**src/rtl/mem_port_scheduler_if.sv**
```systemverilog
// Requester, SRAM and response bundle for mem_port_scheduler.
// The slave side is the scheduler; the master side is its environment.
interface mem_port_scheduler_if #(
   parameter int AW = 8,
   parameter int DW = 16
);
   logic [2:0]      req_valid;
   logic [2:0]      req_ready;
   logic [2:0]      req_we;
   logic [3*AW-1:0] req_addr;
   logic [3*DW-1:0] req_wdata;
   logic            mem_en;
   logic            mem_we;
   logic [AW-1:0]   mem_addr;
   logic [DW-1:0]   mem_wdata;
   logic [DW-1:0]   mem_rdata;
   logic            rsp_valid;
   logic [1:0]      rsp_id;
   logic [DW-1:0]   rsp_rdata;
   logic            busy;
   logic [1:0]      last_grant;

   modport slave (
      input  req_valid, req_we, req_addr, req_wdata, mem_rdata,
      output req_ready, mem_en, mem_we, mem_addr, mem_wdata,
      output rsp_valid, rsp_id, rsp_rdata, busy, last_grant
   );

   modport master (
      output req_valid, req_we, req_addr, req_wdata, mem_rdata,
      input  req_ready, mem_en, mem_we, mem_addr, mem_wdata,
      input  rsp_valid, rsp_id, rsp_rdata, busy, last_grant
   );
endinterface

```
**src/rtl/mem_port_scheduler.sv**
```systemverilog
// Three-requester round-robin scheduler for a single-port SRAM.
// One transaction in flight; reads wait RD_LAT cycles for data.
module mem_port_scheduler #(
   parameter int AW     = 8,
   parameter int DW     = 16,
   parameter int RD_LAT = 2
) (
   input logic clk,
   input logic reset,
   mem_port_scheduler_if.slave bus
);
   localparam logic [1:0] S_IDLE  = 2'd0;
   localparam logic [1:0] S_ISSUE = 2'd1;
   localparam logic [1:0] S_WAIT  = 2'd2;
   localparam logic [1:0] S_RESP  = 2'd3;
   localparam logic [1:0] LAST_CNT = 2'(RD_LAT - 1);

   logic [1:0]    r_state;
   logic          r_we;
   logic [AW-1:0] r_addr;
   logic [DW-1:0] r_wdata;
   logic [1:0]    r_id;
   logic [1:0]    r_last;
   logic [1:0]    r_cnt;
   logic [1:0]    r_rsp_id;
   logic [DW-1:0] r_rsp_rdata;

   logic [1:0] w_o0, w_o1, w_o2;
   logic [1:0] w_gid;
   logic [2:0] w_grant;
   logic       w_xfer;

   function automatic logic [1:0] nxt(input logic [1:0] i);
      return (i == 2'd2) ? 2'd0 : i + 2'd1;
   endfunction

   assign w_o0 = nxt(r_last);
   assign w_o1 = nxt(w_o0);
   assign w_o2 = nxt(w_o1);

   // Round-robin pick: first valid requester after the last grant.
   always_comb begin
      w_gid   = w_o2;
      w_grant = 3'b000;
      if (bus.req_valid[w_o0])      w_gid = w_o0;
      else if (bus.req_valid[w_o1]) w_gid = w_o1;
      if (r_state == S_IDLE && |bus.req_valid)
         w_grant = 3'b001 << w_gid;
   end

   assign w_xfer = |(bus.req_valid & w_grant);

   assign bus.req_ready  = w_grant;
   assign bus.mem_en     = (r_state == S_ISSUE);
   assign bus.mem_we     = (r_state == S_ISSUE) & r_we;
   assign bus.mem_addr   = r_addr;
   assign bus.mem_wdata  = r_wdata;
   assign bus.rsp_valid  = (r_state == S_RESP);
   assign bus.rsp_id     = r_rsp_id;
   assign bus.rsp_rdata  = r_rsp_rdata;
   assign bus.busy       = (r_state != S_IDLE);
   assign bus.last_grant = r_last;

   // Transaction FSM, request capture and response registers.
   always_ff @(posedge clk or posedge reset) begin
      if (reset) begin
         r_state     <= S_IDLE;
         r_we        <= 1'b0;
         r_addr      <= '0;
         r_wdata     <= '0;
         r_id        <= 2'd0;
         r_last      <= 2'd2;
         r_cnt       <= 2'd0;
         r_rsp_id    <= 2'd0;
         r_rsp_rdata <= '0;
      end else begin
         unique case (r_state)
            S_IDLE: begin
               if (w_xfer) begin
                  r_we    <= bus.req_we[w_gid];
                  r_addr  <= bus.req_addr[32'(w_gid)*AW +: AW];
                  r_wdata <= bus.req_wdata[32'(w_gid)*DW +: DW];
                  r_id    <= w_gid;
                  r_last  <= w_gid;
                  r_state <= S_ISSUE;
               end
            end
            S_ISSUE: begin
               r_cnt <= 2'd0;
               if (r_we) begin
                  r_rsp_id    <= r_id;
                  r_rsp_rdata <= '0;
                  r_state     <= S_RESP;
               end else begin
                  r_state <= S_WAIT;
               end
            end
            S_WAIT: begin
               if (r_cnt == LAST_CNT) begin
                  r_rsp_id    <= r_id;
                  r_rsp_rdata <= bus.mem_rdata;
                  r_cnt       <= 2'd0;
                  r_state     <= S_RESP;
               end else begin
                  r_cnt <= r_cnt + 2'd1;
               end
            end
            default: r_state <= S_IDLE;
         endcase
      end
   end
endmodule

```
**src/flat_wrapper.sv**
```systemverilog
// flat-port wrapper written by rule: the top's interface ports become plain ports
module mem_port_scheduler_flat 
#(
   parameter int AW     = 8,
   parameter int DW     = 16,
   parameter int RD_LAT = 2
)
  (clk, reset, bus_req_valid, bus_req_we, bus_req_addr, bus_req_wdata, bus_mem_rdata, bus_req_ready, bus_mem_en, bus_mem_we, bus_mem_addr, bus_mem_wdata, bus_rsp_valid, bus_rsp_id, bus_rsp_rdata, bus_busy, bus_last_grant);
  mem_port_scheduler_if #(.AW(AW), .DW(DW)) bus_i ();
  input logic clk;
  input logic reset;
  input wire logic [$bits(bus_i.req_valid)-1:0] bus_req_valid;
  input wire logic [$bits(bus_i.req_we)-1:0] bus_req_we;
  input wire logic [$bits(bus_i.req_addr)-1:0] bus_req_addr;
  input wire logic [$bits(bus_i.req_wdata)-1:0] bus_req_wdata;
  input wire logic [$bits(bus_i.mem_rdata)-1:0] bus_mem_rdata;
  output wire logic [$bits(bus_i.req_ready)-1:0] bus_req_ready;
  output wire logic [$bits(bus_i.mem_en)-1:0] bus_mem_en;
  output wire logic [$bits(bus_i.mem_we)-1:0] bus_mem_we;
  output wire logic [$bits(bus_i.mem_addr)-1:0] bus_mem_addr;
  output wire logic [$bits(bus_i.mem_wdata)-1:0] bus_mem_wdata;
  output wire logic [$bits(bus_i.rsp_valid)-1:0] bus_rsp_valid;
  output wire logic [$bits(bus_i.rsp_id)-1:0] bus_rsp_id;
  output wire logic [$bits(bus_i.rsp_rdata)-1:0] bus_rsp_rdata;
  output wire logic [$bits(bus_i.busy)-1:0] bus_busy;
  output wire logic [$bits(bus_i.last_grant)-1:0] bus_last_grant;
  assign bus_i.req_valid = bus_req_valid;
  assign bus_i.req_we = bus_req_we;
  assign bus_i.req_addr = bus_req_addr;
  assign bus_i.req_wdata = bus_req_wdata;
  assign bus_i.mem_rdata = bus_mem_rdata;
  assign bus_req_ready = bus_i.req_ready;
  assign bus_mem_en = bus_i.mem_en;
  assign bus_mem_we = bus_i.mem_we;
  assign bus_mem_addr = bus_i.mem_addr;
  assign bus_mem_wdata = bus_i.mem_wdata;
  assign bus_rsp_valid = bus_i.rsp_valid;
  assign bus_rsp_id = bus_i.rsp_id;
  assign bus_rsp_rdata = bus_i.rsp_rdata;
  assign bus_busy = bus_i.busy;
  assign bus_last_grant = bus_i.last_grant;
  mem_port_scheduler #(.AW(AW), .DW(DW), .RD_LAT(RD_LAT)) u_core (.clk(clk), .reset(reset), .bus(bus_i));
endmodule
```
**config.mk**
```make
export PLATFORM = sky130hd
export DESIGN_NAME = mem_port_scheduler_flat
export DESIGN_NICKNAME = d
export VERILOG_FILES = /design/src/rtl/mem_port_scheduler_if.sv /design/src/rtl/mem_port_scheduler.sv /design/src/flat_wrapper.sv
export SDC_FILE = /design/constraint.sdc
export NUM_CORES = 1
export LEC_CHECK = 0
export ABC_AREA = 1
export CORE_ASPECT_RATIO = 0.75
export CORE_MARGIN = 1
export CORE_UTILIZATION = 36
export DETAILED_ROUTE_END_ITERATION = 6
export GPL_TIMING_DRIVEN = 0
export HOLD_SLACK_MARGIN = 0.15
export PLACE_DENSITY = 0.83
export SETUP_SLACK_MARGIN = 0.2
export SYNTH_ARGS = -nofsm -noshare
export SYNTH_HDL_FRONTEND = slang
export SYNTH_SLANG_ARGS = --single-unit
```
**constraint.sdc**
```tcl
create_clock -name clk -period 1.6 [get_ports clk]
set_input_delay 0.4 -clock clk [delete_from_list [all_inputs] [get_ports clk]]
set_output_delay 0.4 -clock clk [all_outputs]
set_load 0.01 [all_outputs]
```
==> results, run 1 <==
- The per-cell via count in the routed design is 4.96.
- The portion of total power attributed to combinational logic is 0.734.
- Leaving out fill and tap cells, the most frequent cell in the layout is sky130_fd_sc_hd__nand2_1.
- The synthesized design spends more area on one cell type than any other, namely sky130_fd_sc_hd__dfrtp_1.
- The per-cell routed wire length is between 15 and 20 um.
- The final antenna diode count is 0.
- The analysis attributes to cell leakage a power of 2.64 nW.
- The fraction of final layout cells sized beyond drive strength 1 is 0.350.
- The kind of start point of the critical path is a flip-flop.
- In the routed design, unresolved DRC markers number 0.
- The highest-delay cell along the critical path is sky130_fd_sc_hd__dfstp_2.
- The internal power is 6.87 mW.
- Leaving out fill and tap cells, the most frequent cells in the layout are 124 x sky130_fd_sc_hd__nand2_1, 91 x sky130_fd_sc_hd__clkdlybuf4s50_1, 47 x sky130_fd_sc_hd__dfrtp_1.
- Port buffering added about 150 buffers.
- The final net count is 669.
- The routed wire length is approximately 10000 um.
- Summing all multi-input logic gate instances after layout gives between 0.0015 and 0.002 mm2.
- The maximum fanout along the worst path is 5.
- The antenna violation net count after detailed routing is 0.
- The summed instance area of the synthesized netlist is 0.00289 mm2.
- The number of buffers inserted by hold repair at cts is 0.
- The final setup violation count is 50.
- The transition time at the pin with the least slew margin is between 1 and 1.5 ns.
- The first global-routing pass estimated 15100 um of wire.
- In the final layout, flip-flops and latches occupy 0.00125 mm2.
- The total clock buffers created by CTS is 5.
- Synthesis handed over a netlist of 360 instances.
- Entering global routing, the biggest net connects 51 pins.
- The clock root buffer master is sky130_fd_sc_hd__clkbuf_8.
- Of the total power, the clock network draws 0.089.
- The die outline width is 106 um.
- The area enclosed by the die boundary is 0.00840 mm2.
- Across the routed clock network, the largest skew measured is 0.00686 ns.
- The layout-stage area growth over the synthesis result is 94.4%.
- The number of global-route vias before repair is between 3000 and 4000.
- The worst path arrival time is 1.83 ns.
- In this run the worst hold path is classified as input pin to async pin.
- The largest stage delay on the critical path is 0.66 ns.
- Ranked by total cell area, the synthesized netlist is headed by sky130_fd_sc_hd__dfrtp_1 42%, sky130_fd_sc_hd__nand2_1 18%, sky130_fd_sc_hd__nand3_1 9.9%.
- The share of the clock period used by the worst path after layout is 1.39.
- The congestion estimate from routability-driven global placement came to 0.814.
- The number of antenna violations at the first check in global routing is 0.
- The family of cells with the greatest summed delay on the critical path is flip-flops.
- The total iterations of the first detailed-routing run is 4.
- For this block, the via count after detailed routing is 3321.
- The violation count after the first detailed-route iteration is 117.
- The remaining global-route overflow is 0.
- Once routing completed, OpenROAD measured the worst setup slack at -0.626 ns.
- TritonCTS built the clock tree.
- The final count of hold timing violations is 0.
- After clock tree synthesis, the clock-pin slew on the worst setup and hold paths is 0.09 ns.
- STA classifies the critical path endpoint as an output port.
- Timing analysis after detailed placement gives a worst setup slack of -1.23 ns.
- The checks that failed: negative setup slack.
- Including well taps, the total number of placed cells is between 600 and 700.
- Max-cap violations in this run came to 0.
- The worst vdd rail ir drop is 0.00126 V.
- The core region is 0.00757 mm2.
- The final max-slew violation count came to 0.
- The clock reaches the later pin of the worst-skew pair after around 0.30 ns.
- The initial utilization of the core area, before any placement, comes to 0.382.
- Clock tree synthesis found a total of 50 sinks.
- The overall global routing resource usage is 0.229.
- The die height is 79.6 um.
- The total power divided by cell area is 2140 mW/mm2.
- The share of synthesized area in the top cell type comes to 0.424.
- The count of unique library cells instantiated by Yosys is 27.
- Of the total power, registers draw 0.177.
- The final critical-path required period is 2.23 ns.
- The headroom to the max-slew limit is 0.290.
- Data on the critical path is required at its endpoint by 1.20 ns.
- The net switching component of the power is 5.16 mW.
- The signal on the critical path passes through buf_6 > nand2_2 > nand2_4 > nor2_4 > nor2_8 > buf_12 > nand2_4 > nor2_4 > buf_6.
- Setup repair after global routing could not meet its margin everywhere.
- The total number of H-tree levels is 2.
- The mean cell area of the mapped netlist is around 8 um2.
- The number of nets in the synthesized netlist is 461.
- The number of primary I/O pins is 147.
- Yosys printed 0 warnings.
- The sequential share of the synthesized area is 0.433.
- The buffers plus inverters on the worst setup path is 3.
- The buffer depth of the longest clock path is 2.
- The setup TNS is -17.07 ns.
- The highest attainable clock frequency is 0.449 GHz.
- The number of cells in the finished layout apart from fillers is 670.
- The number of register bits inferred by synthesis is 50.
- Of the total power, the share spent switching nets is 0.429.
- The count of standard-cell rows is 27.
- The number of filler instances in the final layout is 536.
- The worst setup path is of the flip-flop to output port kind.
- The run finished, with violations left.
- Once detailed placement completed, the half-perimeter wirelength came to 6490 um.
[registers in the layout (all words and copies together) (netlist names)]
| name | cells |
|---|---|
| u_core.bus.last_grant | 2 |
| u_core.r_id | 1 |
| u_core.bus.mem_addr | 8 |
| u_core.r_state | 2 |
| u_core.bus.rsp_id | 2 |
| u_core.r_cnt | 2 |
| u_core.bus.mem_wdata | 16 |
| u_core.r_we | 1 |
| u_core.bus.rsp_rdata | 16 |
[power groups by stage]
stage	Sequential [mW]	Combinational (mW)	Clock, mW
floorplan	2.28	3.61	0
global placement	2.11	5.81	0
detailed placement	2.13	5.95	0
CTS	2.09	7.57	1.08
global route	2.19	9.46	1.14
finish	2.13	8.82	1.07
[what timing repair did]
| item | in CTS | in global routing |
|---|---|---|
| buffers inserted | 29 | 22 |
| gates cloned | 3 | 1 |
| resized for setup | 157 | 99 |
| pin swaps | 9 | 17 |
| endpoints found under the setup margin | 99 | 95 |
[layout make-up]
class                      count  share of cell area
buffer                        21              0.0483
clock buffer                   5              0.0122
clock inverter                 3              0.0122
inverter                      16              0.0136
multi-input combinational    273               0.309
sequential                    50               0.223
tap                          101              0.0225
timing repair buffer         201               0.359
[worst register-to-register path: cells and delay by family (launching register included)]
kind | cells | cell delay, ns
buf+inv | 4 | 0.65
simple gates | 7 | 0.59
flops | 1 | 0.66
compound gates | 1 | 0.18
[cells in the mapped netlist (all sizes together)]
cell and count:
a21oi 5, o21bai 1, nor2 11, o21ai 25, a21boi 1, nand2 146
ha 5, clkbuf 6, nand3 78, o211ai 1, buf 15, dfrtp 49
dfstp 1, inv 16
[stage by stage]
step / utilization / power, mW / instance area (um2) / hold slack, ns
4_1_cts: 0.680 / 10.7 / 5150 / 0.485
6_report: 0.743 / 12.0 / 5620 / 0.483
3_5_place_dp: 0.599 / 8.08 / 4530 / 0.465
3_3_place_gp: 0.599 / 7.92 / 4530 / 0.462
2_1_floorplan: - / 5.89 / 2950 / 0.442
5_1_grt: 0.743 / 12.8 / 5620 / 0.504
[routing by layer]
layer / track usage / part of all wire / wire length, um
met1: 0.290 / 0.41 / 4270
met2: 0.401 / 0.50 / 5190
met3: 0.0547 / 0.077 / 796
met4: 0.0486 / 0.0065 / 67
met5: 0 / 0 / 0
[path summary, 6_finish.rpt]
kind | startpoint | endpoint | slack, ns | cells past startpoint
worst min register to register | u_core.bus.mem_wdata[3] | u_core.bus.mem_wdata[3] | 0.49 | 2
worst max-delay path | u_core.bus.last_grant[1] | bus_req_ready[0] | -0.63 | 9
max in group asynchronous | reset | u_core.r_state[0] | 0.49 | 2
worst max register to register | u_core.bus.last_grant[1] | u_core.bus.mem_wdata[15] | -0.55 | 12
worst min-delay path | reset | u_core.bus.rsp_rdata[4] | 0.48 | 2
min in group clk | u_core.bus.mem_wdata[3] | u_core.bus.mem_wdata[3] | 0.49 | 2
[logic make-up after synthesis]
family	synth area share
adder cells (fa/ha/maj)	0.0216
AO/OA/AOI/OAI	0.0675
buffers and inverters	0.0753
AND/OR/NAND/NOR	0.403
flip-flops	0.433
(Power assumes the default switching activity.)
==> run 2, diff against run 1 <==
CTS_CLUSTER_SIZE = 12   (was not set)
==> results of run 2 <==
No change in the layout: final DEF, timing and power equal those of run 1.
==> run 3, diff against run 2 <==
CTS_CLUSTER_SIZE = not set   (was 12)
==> results of run 3 <==
No change in the layout: final DEF, timing and power equal those of run 1.
==> edit 1 (config.mk and constraints of run 2) <==
`AW` is set to 8 in 3 places; all go to 9.
--- a/src/rtl/mem_port_scheduler_if.sv
+++ b/src/rtl/mem_port_scheduler_if.sv
@@ -3,3 +3,3 @@
 interface mem_port_scheduler_if #(
-   parameter int AW = 8,
+   parameter int AW = 9,
    parameter int DW = 16
--- a/src/rtl/mem_port_scheduler.sv
+++ b/src/rtl/mem_port_scheduler.sv
@@ -3,3 +3,3 @@
 module mem_port_scheduler #(
-   parameter int AW     = 8,
+   parameter int AW     = 9,
    parameter int DW     = 16,
--- a/src/flat_wrapper.sv
+++ b/src/flat_wrapper.sv
@@ -3,3 +3,3 @@
 #(
-   parameter int AW     = 8,
+   parameter int AW     = 9,
    parameter int DW     = 16,
Ports: changed (resized bus_mem_addr and bus_req_addr); port bits go from 147 to 151. The function was not compared with the original's and may differ.
==> edit 1 against run 2 <==
The run still ends with negative setup slack left. Die area fell by 5.5%. First-iteration DRC count rose by 23%. Hold slack got worse by 0.0040 ns. Total power fell by 4.2%. Sequential cell count rose by 1. Final area fell by 1.0%. Synthesized area fell by 5.6%. Wire length rose by 8.0%. Clock skew rose by 0.00081 ns. Count of clock-buffer cells in the layout did not move. Sequential power rose by 2%. Worst setup slack improved by 0.037 ns. Highest routed layer unchanged. Via count rose by 3.3%.
==> edit 1: results (changes against run 2) <==
| Metric | Value |
|---|---|
| DRT Wirelength | `11.1 mm (+8.0%)` |
| HP Class | `reg2reg` |
| Layout cells sized above 1 | `35.3% (+0.36 points)` |
| Via density | `5.01 (+1.1%)` |
| Drt initial violations | `144 (+23%)` |
| Violated checks | `negative setup slack` |
| Met3 Use GR | `6.67% (+1.2 points)` |
| Vias in the first global route | `3328 (+7.3%)` |
| Synth top area cells | `dfrtp_1, nand2_1, nand3_1` |
| Largest net degree at the start of global routing | `52 (+2.0%)` |
| Worst-skew pair later-pin latency | `0.32 ns (+0.02 ns)` |
| CP top delay family | `simple AND/OR/NAND/NOR gates` |
| Worst clock skew | `0.00767 ns (+0.000810 ns)` |
| Syn Area/Cell | `7.40 um^2 (-7.9%)` |
| Complex-gate fraction of the synthesized area | `6.60% (-0.15 points)` |
| FF-to-FF path depth | `15 (+3)` |
| Run status | `finished with violations` |
| Reg2reg setup slack | `-0.41 ns (+0.14 ns)` |
| Post-synthesis cell type count | `22 (-19%)` |
| Final #Nets | `686 (+2.5%)` |
| Critical Path AT | `1.79 ns (-0.04 ns)` |
| Worst Slack Setup Final | `-0.589 ns (+0.0370 ns)` |
| Placer Congestion | `0.786 (-3.5%)` |
| Mapped Nets | `473 (+2.6%)` |
| M1 GR Usage | `31.0% (+2.0 points)` |
| Adder-Cell Fraction of Synth Area | `2.29% (+0.13 points)` |
| Lkg Pwr | `2.62 nW (-0.60%)` |
| DP HPWL | `6.59 mm (+1.5%)` |
| Setup violations, final | `53 (+6.0%)` |
| Global-route usage over all layers | `25.7% (+2.7 points)` |
| CP max stage delay | `0.60 ns (-0.06 ns)` |
| Global-route wire length before repair | `15.7 mm (+4.0%)` |
| Seq/Total Area, Yosys | `46.8% (+3.5 points)` |
==> edit 1: layout make-up <==
type                            instances  area (um^2)  area share [%]
Buffer                                 22          211            3.80
Clock buffer                            5         68.8            1.24
Clock inverter                          3         23.8           0.427
Inverter                               16         68.8            1.24
Multi-Input combinational cell        280         1780            32.0
Sequential cell                        51         1280            23.0
Tap cell                              101          126            2.27
Timing Repair Buffer                  205         1990            35.8
Timing Repair inverter                  1         7.51           0.135
==> edit 1: worst reg2reg max path, stage by stage, from the launching register on <==
cell     delay [ns]
dfstp_2        0.60
buf_6          0.13
nand2_4        0.06
nand2_4        0.10
nor2_4         0.04
nand2_2        0.09
nand2_4        0.07
buf_12         0.13
buf_6          0.10
buf_6          0.11
buf_6          0.11
buf_6          0.13
nand3_2        0.07
nand3_2        0.07
nand2_2        0.06
nand2_1        0.05
==> edit 1: how the worst max path moves through the flow <==
stage	to	depth (start not counted)
4_1_cts	bus_req_ready[0]	10
3_3_place_gp	bus_req_ready[0]	10
2_1_floorplan	bus_req_ready[0]	9
6_report	bus_req_ready[0]	10
3_5_place_dp	bus_req_ready[0]	10
5_1_grt	bus_req_ready[0]	10
==> edit 1: repair_timing <==
item                                    CTS  global route
pin swaps                                20            24
resized for setup                       213            92
setup buffers                            34            17
endpoints found under the setup margin  101           140
cloned                                    4             1
==> edit 1: layer usage <==
metal / up-vias / part of all wire [%]
li1: 1621 / -
met1: 1627 / 40
met2: 161 / 50
met3: 20 / 8.9
met4: 0 / 1.6
met5: - / 0
==> edit 1: report_power, final <==
part / internal [W] / switching, W / leakage [nW]
clock network: 0.000314 / 0.000487 / 0.0408
registers: 0.00183 / 0.000341 / 0.646
logic: 0.00404 / 0.00451 / 1.93
total: 0.00618 / 0.00534 / 2.62
==> edit 1: kinds of logic (layout without fill, tap and decap cells) <==
logic type                 after synthesis  count (layout)
DFF                                     51              51
buffers and inverters                   38             252
adders and majority gates                5               5
and+or+nand+nor                        242             242
AOI/OAI and AO/OA                       33              33
==> edit 1: per-stage QoR <==
| step | cell area (um^2) | total power (W) | hold slack [ns] | setup TNS (ns) | setup WS, ns |
|---|---|---|---|---|---|
| after floorplan | 2810 | 0.00546 | 0.448 | -0.680 | -0.235 |
| after global placement | 4440 | 0.00750 | 0.462 | -26.22 | -1.41 |
| after detailed placement | 4440 | 0.00764 | 0.464 | -31.59 | -1.49 |
| after CTS | 5170 | 0.0103 | 0.485 | -8.54 | -0.544 |
| after global routing | 5560 | 0.0123 | 0.507 | -16.38 | -0.642 |
| final | 5560 | 0.0115 | 0.479 | -13.38 | -0.589 |
==> edit 2 (settings of run 2) <==
Without the edit above. Reset style: synchronous (`reset`), changed in one clocked block.
--- a/src/rtl/mem_port_scheduler.sv
+++ b/src/rtl/mem_port_scheduler.sv
@@ -64,3 +64,3 @@
    // Transaction FSM, request capture and response registers.
-   always_ff @(posedge clk or posedge reset) begin
+   always_ff @(posedge clk) begin
       if (reset) begin
Formal check against the unedited RTL: differs if reset is asserted again (counterexample within 4 cycles, from zero or initial values and one cycle with reset high); with reset held inactive, the same outputs for 10 cycles.
==> edit 2 against run 2 <==
Critical endpoint unchanged. Sequential cell count is the same. Worst setup slack better by 0.11 ns. Final area decreased by 1.1%. Largest power group unchanged. Synthesized area is essentially flat. Largest cell class unchanged. Count of clock-buffer cells in the layout is 2 higher. Total power down 18%. The flow still finishes with violations (negative setup slack). Sequential power is 8% lower. Wire length up 28%. Via count rose by 22%. Die area about the same.
==> edit 2: results (changes against run 2) <==
| Metric | Value |
|---|---|
| CP top delay family | `simple AND/OR/NAND/NOR gates` |
| Crit path max-delay cell type | `dfxtp_4` |
| Hold_ws | `0.461 ns (-0.0226 ns)` |
| Reg-to-reg endpoint | `u_core.bus.mem_wdata[4]` |
| Lkg Pwr | `2.73 nW (+3.6%)` |
| Per-cell routed wire length | `17.2 um (+11%)` |
| Clock root cell | `clkbuf_8` |
| Antenna cell count | `0 (unchanged)` |
| Layout cells sized above 1 | `27.2% (-7.8 points)` |
| Drt initial violations | `382 (+230%)` |
| CTS clk-pin slew, worst paths | `0.09 ns (about the same)` |
| Crit path from | `u_core.bus.last_grant[1]` |
| Worst Slack Setup Final | `-0.518 ns (+0.108 ns)` |
| Initial antenna violation count | `0 (unchanged)` |
| Post-route insts no fill | `767 (+14%)` |
| Top_reg_cell synth | `dfxtp_1` |
| Worst clock skew | `0.00695 ns (+0.0000834 ns)` |
| Global-route usage over all layers | `28.1% (+5.1 points)` |
| Port bufs | `145 (-0.68%)` |
| CP max FO | `5 (unchanged)` |
| Setup violations, final | `50 (unchanged)` |
| NetSw | `0.00441 W (-15%)` |
| Crit path to | `bus_req_ready[0]` |
| Vias in the first global route | `3754 (+21%)` |
| DP HPWL | `7.63 mm (+18%)` |
| Synth top area cells | `dfxtp_1, nand3_1, nand2_1` |
| Placer Congestion | `0.870 (+6.9%)` |
| Worst-skew pair later-pin latency | `0.32 ns (+0.02 ns)` |
| Placed Cells | `699 (+15%)` |
| HP Class | `reg2reg` |
| Global-route wire length before repair | `18.3 mm (+22%)` |
| DRT Pass-1 Iters | `4 (unchanged)` |
| FF-to-FF path depth | `15 (+3)` |
| Setup WS pre-CTS | `-1.34 ns (-0.106 ns)` |
| Post-synthesis cell type count | `26 (-3.7%)` |
| Most frequent cells after synthesis | `nand3_1, nand2_1, nor2_1` |
| Post-synthesis cell count | `453 (+26%)` |
| Largest net degree at the start of global routing | `15 (-71%)` |
| Seq/Total Area, Yosys | `34.6% (-8.7 points)` |
| Mapped Nets | `554 (+20%)` |
| Critical Path AT | `1.72 ns (-0.11 ns)` |
| Violated checks | `negative setup slack` |
| Reg2reg setup slack | `-0.33 ns (+0.22 ns)` |
| Peak supply drop | `930 uV (-26%)` |
| CTS max path bufs | `2 (unchanged)` |
| Run status | `finished with violations` |
| Worst Max-Slew Pin Slew | `0.626 ns (-0.437 ns)` |
| CP max stage delay | `0.39 ns (-0.27 ns)` |
| Htree depth | `2 (unchanged)` |
| Yosys Warn Count | `0 (unchanged)` |
| Post-synth ARST share | `0% (-100 points)` |
| Clock buffer count from CTS | `5 (unchanged)` |
| Via density | `5.29 (+6.8%)` |
-- edit 2: cell types whose count changed in the layout (fill, tap and decap cells not counted), sizes merged, moves of 15 or more --
cell,run 2,this run
nor2,11,63
clkdlybuf4s15,38,2
nand2,146,109
dfxtp,0,50
dlygate4sd2,6,41
dfrtp,49,0
o21ai,25,6
nand3,78,123
inv,15,42
a21oi,5,20
-- edit 2: layout make-up --
type,instances,area [um^2]
tap,101,126
buffer,30,263
sequential,50,1020
clock buffer,7,76.3
multi-input combinational,331,1910
inverter,42,180
clock inverter,1,30.0
timing repair buffer,205,1960
fill,546,2000
-- edit 2: tightest hold or removal path, delay by kind of cell (launching register included) --
kind,cells,cell delay (ns)
DFF,1,0.31
and+or+nand+nor,1,0.06
AOI/OAI and AO/OA,1,0.05
-- edit 2: worst min-delay path by stage --
| stage | from | to | cells after the start |
|---|---|---|---|
| final | u_core.bus.rsp_rdata[9] | u_core.bus.rsp_rdata[9] | 2 |
| after global routing | u_core.bus.rsp_rdata[9] | u_core.bus.rsp_rdata[9] | 2 |
| after CTS | u_core.bus.rsp_rdata[9] | u_core.bus.rsp_rdata[9] | 2 |
| after detailed placement | u_core.r_cnt[1] | u_core.r_cnt[1] | 2 |
| after global placement | u_core.r_cnt[1] | u_core.r_cnt[1] | 2 |
| after floorplan | u_core.r_cnt[1] | u_core.r_cnt[1] | 2 |
-- edit 2: kinds of logic after synthesis --
kind of cell	count (synthesis)	share of synthesized area, %
flip-flops	50	34.6
adder cells (fa/ha/maj)	5	2.16
AO/OA/AOI/OAI	30	5.89
AND/OR/NAND/NOR	296	45.8
buffers and inverters	72	11.5
-- edit 2: per-layer routing --
layer	wire [um]	track usage, %	share of wire (%)	vias up
met2	6400	49.0	49	274
met3	1240	7.43	9.4	47
li1	-	-	-	1883
met1	5030	32.8	38	1857
met4	508	11.5	3.9	0
met5	0	0	0	-
-- edit 2: through the flow --
stage / TNS (ns) / total power, W / area [um^2]
after floorplan: -0.201 / 0.00495 / 3030
after global placement: -20.02 / 0.00663 / 4610
after detailed placement: -21.66 / 0.00676 / 4610
after CTS: -4.00 / 0.00879 / 5300
after global routing: -15.57 / 0.0104 / 5560
final: -11.93 / 0.00982 / 5560
-- edit 2: timing repair --
action,in CTS,in global routing
pin swaps,15,12
buffers inserted,42,14
endpoints found under the setup margin,99,61
cloned,3,1
resized for setup,168,47
-- edit 2: power by group through the flow --
stage | Clock, W | Sequential [W] | Combinational [W]
floorplan | 0 | 0.00209 | 0.00287
global placement | 0 | 0.00195 | 0.00469
detailed placement | 0 | 0.00197 | 0.00479
CTS | 0.000900 | 0.00193 | 0.00596
global route | 0.000957 | 0.00202 | 0.00742
finish | 0.000908 | 0.00197 | 0.00694
